**config.mk**
```make
export PLATFORM = sky130hd
export DESIGN_NAME = lc3_writeback_flat
export DESIGN_NICKNAME = d
export VERILOG_FILES = /design/src/rtl/lc3_writeback_if.sv /design/src/rtl/lc3_writeback.sv /design/src/flat_wrapper.sv
export SDC_FILE = /design/constraint.sdc
export NUM_CORES = 1
export LEC_CHECK = 0
export CAP_MARGIN = 20
export CORE_MARGIN = 10
export CORE_UTILIZATION = 50
export DETAILED_ROUTE_END_ITERATION = 8
export PLACE_DENSITY_LB_ADDON = 0.25
export SETUP_SLACK_MARGIN = 0.1
export SLEW_MARGIN = 0
export SYNTH_ARGS = -nofsm -noshare
export SYNTH_HDL_FRONTEND = slang
export SYNTH_SLANG_ARGS = --single-unit
```
**constraint.sdc**
```tcl
create_clock -name clock -period 3.4 [get_ports clock]
set_clock_uncertainty 0.15 [all_clocks]
set_input_delay 0.85 -clock clock [delete_from_list [all_inputs] [get_ports clock]]
set_output_delay 0.85 -clock clock [all_outputs]
set_load 0.1 [all_outputs]
```
**src/rtl/lc3_writeback_if.sv**
```systemverilog
// Execute-to-writeback bus for the LC-3 register file: write request, read ports, status.
interface lc3_writeback_if;
    logic        enable_writeback;
    logic [1:0]  W_Control;
    logic [15:0] aluout;
    logic [15:0] memout;
    logic [15:0] pcout;
    logic [2:0]  dr;
    logic [2:0]  sr1;
    logic [2:0]  sr2;
    logic [15:0] VSR1;
    logic [15:0] VSR2;
    logic [2:0]  psr;
    logic        wb_err;
    logic [15:0] wb_count;

    modport master (
        output enable_writeback, W_Control, aluout, memout, pcout, dr, sr1, sr2,
        input  VSR1, VSR2, psr, wb_err, wb_count
    );

    modport slave (
        input  enable_writeback, W_Control, aluout, memout, pcout, dr, sr1, sr2,
        output VSR1, VSR2, psr, wb_err, wb_count
    );
endinterface

```
**src/rtl/lc3_writeback.sv**
```systemverilog
// LC-3 writeback stage: 8x16 register file, NZP condition codes, error flag and write counter.
// Optional macro LC3_WB_BYPASS_EN forwards same-cycle write data onto the read ports.
module lc3_writeback #(
    parameter logic [2:0] PSR_RESET = 3'b010
) (
    input logic             clock,
    input logic             reset_n,
    lc3_writeback_if.slave  wb
);

    logic [15:0] regs_q [8];
    logic [15:0] regs_d [8];
    logic [2:0]  psr_q, psr_d;
    logic        wb_err_q, wb_err_d;
    logic [15:0] wb_count_q, wb_count_d;

    logic        wr_legal;
    logic        wr_illegal;
    logic [15:0] wr_data;
    logic [2:0]  wr_psr;

    always_comb begin
        wr_legal   = wb.enable_writeback && (wb.W_Control != 2'd3);
        wr_illegal = wb.enable_writeback && (wb.W_Control == 2'd3);

        // Source 3 never commits, so its mux leg is a don't-care.
        unique case (wb.W_Control)
            2'd0:    wr_data = wb.aluout;
            2'd1:    wr_data = wb.memout;
            2'd2:    wr_data = wb.pcout;
            default: wr_data = wb.aluout;
        endcase

        if (wr_data[15]) begin
            wr_psr = 3'b100;
        end else if (wr_data == 16'h0000) begin
            wr_psr = 3'b010;
        end else begin
            wr_psr = 3'b001;
        end
    end

    always_comb begin
        regs_d     = regs_q;
        psr_d      = psr_q;
        wb_err_d   = wb_err_q;
        wb_count_d = wb_count_q;
        if (wr_legal) begin
            regs_d[wb.dr] = wr_data;
            psr_d         = wr_psr;
            wb_count_d    = wb_count_q + 16'd1;
        end
        if (wr_illegal) begin
            wb_err_d = 1'b1;
        end
    end

    always_ff @(posedge clock or negedge reset_n) begin
        if (!reset_n) begin
            for (int i = 0; i < 8; i++) begin
                regs_q[i] <= 16'h0000;
            end
            psr_q      <= PSR_RESET;
            wb_err_q   <= 1'b0;
            wb_count_q <= 16'h0000;
        end else begin
            regs_q     <= regs_d;
            psr_q      <= psr_d;
            wb_err_q   <= wb_err_d;
            wb_count_q <= wb_count_d;
        end
    end

    always_comb begin
`ifdef LC3_WB_BYPASS_EN
        // Write-first: a read of the register being written sees the new value now.
        wb.VSR1 = (wr_legal && (wb.sr1 == wb.dr)) ? wr_data : regs_q[wb.sr1];
        wb.VSR2 = (wr_legal && (wb.sr2 == wb.dr)) ? wr_data : regs_q[wb.sr2];
`else
        wb.VSR1 = regs_q[wb.sr1];
        wb.VSR2 = regs_q[wb.sr2];
`endif
        wb.psr      = psr_q;
        wb.wb_err   = wb_err_q;
        wb.wb_count = wb_count_q;
    end

endmodule
```
**src/flat_wrapper.sv**
```systemverilog
// flat-port wrapper written by rule: the top's interface ports become plain ports
module lc3_writeback_flat 
#(
    parameter logic [2:0] PSR_RESET = 3'b010
)
  (clock, reset_n, wb_enable_writeback, wb_W_Control, wb_aluout, wb_memout, wb_pcout, wb_dr, wb_sr1, wb_sr2, wb_VSR1, wb_VSR2, wb_psr, wb_wb_err, wb_wb_count);
  lc3_writeback_if wb_i ();
  input logic clock;
  input logic reset_n;
  input wire logic [$bits(wb_i.enable_writeback)-1:0] wb_enable_writeback;
  input wire logic [$bits(wb_i.W_Control)-1:0] wb_W_Control;
  input wire logic [$bits(wb_i.aluout)-1:0] wb_aluout;
  input wire logic [$bits(wb_i.memout)-1:0] wb_memout;
  input wire logic [$bits(wb_i.pcout)-1:0] wb_pcout;
  input wire logic [$bits(wb_i.dr)-1:0] wb_dr;
  input wire logic [$bits(wb_i.sr1)-1:0] wb_sr1;
  input wire logic [$bits(wb_i.sr2)-1:0] wb_sr2;
  output wire logic [$bits(wb_i.VSR1)-1:0] wb_VSR1;
  output wire logic [$bits(wb_i.VSR2)-1:0] wb_VSR2;
  output wire logic [$bits(wb_i.psr)-1:0] wb_psr;
  output wire logic [$bits(wb_i.wb_err)-1:0] wb_wb_err;
  output wire logic [$bits(wb_i.wb_count)-1:0] wb_wb_count;
  assign wb_i.enable_writeback = wb_enable_writeback;
  assign wb_i.W_Control = wb_W_Control;
  assign wb_i.aluout = wb_aluout;
  assign wb_i.memout = wb_memout;
  assign wb_i.pcout = wb_pcout;
  assign wb_i.dr = wb_dr;
  assign wb_i.sr1 = wb_sr1;
  assign wb_i.sr2 = wb_sr2;
  assign wb_VSR1 = wb_i.VSR1;
  assign wb_VSR2 = wb_i.VSR2;
  assign wb_psr = wb_i.psr;
  assign wb_wb_err = wb_i.wb_err;
  assign wb_wb_count = wb_i.wb_count;
  lc3_writeback #(.PSR_RESET(PSR_RESET)) u_core (.clock(clock), .reset_n(reset_n), .wb(wb_i));
endmodule
```
==> parameters.txt <==
Parameter                              Value

Placed design
  Final HPWL DP    15370 µm
  Global placer's final weighted congestion    between 0.7 and 0.8
  Number of buffers inserted by port buffering    113
  Total placed instance area    0.009947 mm²

Clock tree
  Clock latency on the worst-skew pair    0.42 ns
  Clk root buf    clkbuf_16
  Hold-fix buffer count after cts    0
  Clk sinks    148
  Clock buffer count from CTS    17
  CTS H-tree depth    4
  Buffer depth of the longest clock path    2
  Clock transition at the registers of the reported paths    0.06 ns
  TritonCTS clock tree    built
  Number of buffers inserted by post-CTS setup repair    0

Critical path
  Worst setup path startpoint    wb_sr2[0]
  Setup CP Type    input port to output pin
  Kind of capture point of the worst setup path    output pin
  Crit path to    wb_VSR2[9]
  Startpoint of the worst-slack reg-to-reg timing path    u_core.wb.wb_count[3]$_DFFE_PN0P_
  CP arrival    2.29 ns
  R2R setup slack    approximately 1.6 ns
  Worst path required time    2.40 ns
  Worst R2R Path Depth    5
  Startpoint types    input port
  Capture instance of the worst register-to-register path    u_core.wb.wb_count[15]$_DFFE_PN0P_
  Top fanout value on the critical path    10

Final layout
  Final cell area excluding filler cells    0.01071 mm²
  Commonest non-fill, non-tap cell in the layout    dfrtp_1
  Antenna diode count    0
  Most frequent cells in the layout    147 x dfrtp_1, 92 x nand2_1, 86 x mux2_2, 73 x o21ai_0, 64 x mux4_2
  Area growth from synthesis to layout    33.66%
  Utilization after layout    67.89%
  Nets    slightly above 800
  Share of cells above drive strength 1    around two fifths

Timing
  RSZ-0062 raised after global routing    true
  Final count of hold timing violations    0
  Final Slew Violations    0
  Slew margin rel.    roughly two fifths
  Transition time at the pin with the least slew margin    about 0.91 ns
  Maximum clock rate    slightly above 0.3 GHz
  Endpoints failing setup    0
  Portion of the clock cycle consumed by the worst path in the final layout    96.87%
  Min Clock Period, post-route    3.294 ns

Yosys
  Number of library cell types mapped by synthesis    a little over 40
  Sequential-to-total area share from yosys stat    between 40% and 50%
  Mapped cell area    approximately 0.008 mm²
  Cells after synthesis    619
  Post-synth EDFFs    0
  Share of flip-flops with an asynchronous set or reset after synthesis    100.0%
  Synthesized area per cell    between 10 and 15 µm²
  Count of yosys warnings during synthesis    0
  Prevailing post-synth register cell    dfrtp_1
  Seq cells post-synth    148
  Net Count, Synth    685

Flow run
  Max-cap violation count    0

Pwr
  P per Cell Area    714.8 mW/mm²
  Leakage Power    4.581 nW
  Peak supply drop    0.4773 mV

Route
  First-pass iteration count of the detailed router    5
  Post-detailed-route DRC marker count    0
  Violation count after the first detailed-routing iteration    370
  Routed WL per cell    about 24 µm
  Final ANT Viol Nets    0
  Final wirelength    23280 µm
  Vias per std cell    5.968
  Vias after detailed routing    roughly 5900

Die
  Boundary pin count    114
  DIE AREA    between 0.02 and 0.025 mm²
  Core area    about 0.016 mm²
  Chip Height    146.6 µm
  Starting Density    50.79%
  Std cell rows    between 40 and 50
  DIE WIDTH    146.6 µm

GRT
  Number of antenna violations at the first check in global routing    0
  Number of global-route vias before repair    6468
  Aggregate global routing overflow    0
  Largest net degree at the start of global routing    99
  Global-route wire length before repair    between 30000 and 40000 µm
  Total track usage    21.79%

Worst hold path
  Class of the worst hold path    flop to flop

Status
  Outcome    completed
synthesized netlist by cell type (all sizes together) (2+ instances only):
master  number  share of area [%]
nand3        7               0.44
nor3b        2               0.47
nand2       93                4.5
o21ai       81                5.2
a22oi       16                1.9
mux4        64                 18
ha           4               0.62
clkbuf      20               0.94
nor2         8               0.41
inv          4               0.19
nor3         4               0.45
nand3b       2               0.19
nand4        3               0.23
dfrtp      147                 46
xnor2       12                1.3
o21a        16                1.5
buf         25                2.1
nor4         4               0.39
xor2         3               0.33
mux2        96                 14
where the power goes:
part | leakage, nW | switching (W) | total, W | internal [W]
Combinational | 2.38 | 0.00180 | 0.00309 | 0.00129
Sequential | 1.89 | 0.000342 | 0.00251 | 0.00217
Clock | 0.309 | 0.000739 | 0.00206 | 0.00132
Total | 4.58 | 0.00288 | 0.00765 | 0.00478
routing by layer:
| metal | wire (µm) | share of wire (%) | vias to the layer above | GRT usage (%) |
|---|---|---|---|---|
| met3 | 1549 | 6.7 | 54 | 6.613 |
| met1 | 8892 | 38 | 3007 | 24.70 |
| met4 | 699 | 3.0 | 0 | 8.408 |
| met2 | 12140 | 52 | 245 | 37.78 |
| met5 | 0 | 0 | - | 0 |
| li1 | - | - | 2572 | - |
final cells by class:
cell class | count | area (µm²)
tap | 216 | 270.3
clock inverter | 13 | 205.2
multi-input combinational | 422 | 4050
timing repair buffer | 163 | 2018
fill | 1144 | 5064
inverter | 4 | 15.01
sequential | 148 | 3705
clock buffer | 19 | 442.9
through the flow:
step | power [W] | setup WS (ns) | hold slack, ns | cells | TNS, ns
after floorplan | 0.004493 | 0.1115 | 0.3109 | 619 | 0
after global placement | 0.005471 | -0.1126 | 0.2973 | 949 | -1.117
after detailed placement | 0.005588 | -0.1386 | 0.3206 | 949 | -1.588
after CTS | 0.007671 | 0.1117 | 0.3289 | 983 | 0
after global routing | 0.007934 | 0.07148 | 0.3342 | 985 | 0
final | 0.007653 | 0.1064 | 0.3270 | 985 | 0
kinds of logic (layout without fill, tap and decap cells):
family / Yosys count / count (layout) / share of synthesized area (%)
AND/OR/NAND/NOR: 127 / 127 / 7.373
buffers and inverters: 49 / 199 / 3.264
multiplexers: 160 / 160 / 31.96
flip-flops: 148 / 148 / 46.25
AO/OA/AOI/OAI: 116 / 116 / 8.888
XOR/XNOR: 15 / 15 / 1.640
adder cells (fa/ha/maj): 4 / 4 / 0.6248
registers in the layout, indices dropped and copies added, names as in the netlist:
register and cells:
u_core.regs_q 128, u_core.wb.wb_count 16, u_core.wb.psr 3, u_core.wb.wb_err 1
how the worst min path moves through the flow:
stage | end | depth (start not counted) | slack [ns] | startpoint
floorplan | u_core.regs_q[80]$_DFFE_PN0P_ | 2 | 0.31 | u_core.regs_q[80]$_DFFE_PN0P_
detailed placement | u_core.wb.wb_count[15]$_DFFE_PN0P_ | 1 | 0.32 | u_core.wb.wb_count[15]$_DFFE_PN0P_
global route | u_core.wb.wb_count[15]$_DFFE_PN0P_ | 1 | 0.33 | u_core.wb.wb_count[15]$_DFFE_PN0P_
global placement | u_core.wb.wb_err$_DFFE_PN0P_ | 1 | 0.30 | u_core.wb.wb_err$_DFFE_PN0P_
CTS | u_core.wb.wb_count[15]$_DFFE_PN0P_ | 1 | 0.33 | u_core.wb.wb_count[15]$_DFFE_PN0P_
finish | u_core.wb.psr[1]$_DFFE_PN1P_ | 2 | 0.33 | u_core.wb.psr[1]$_DFFE_PN1P_
timing repair:
action / in CTS / in global routing
gates cloned: 2 / 2
pin swaps: 0 / 0
setup endpoints to repair: 32 / 6
resized for setup: 6 / 1
worst max-delay path, cell delays in order:
cell,delay [ns]
buf_2,0.20
buf_12,0.19
mux4_2,0.52
mux2_2,0.33
buf_12,0.18
No activity file was read; power rests on OpenSTA's default activity.
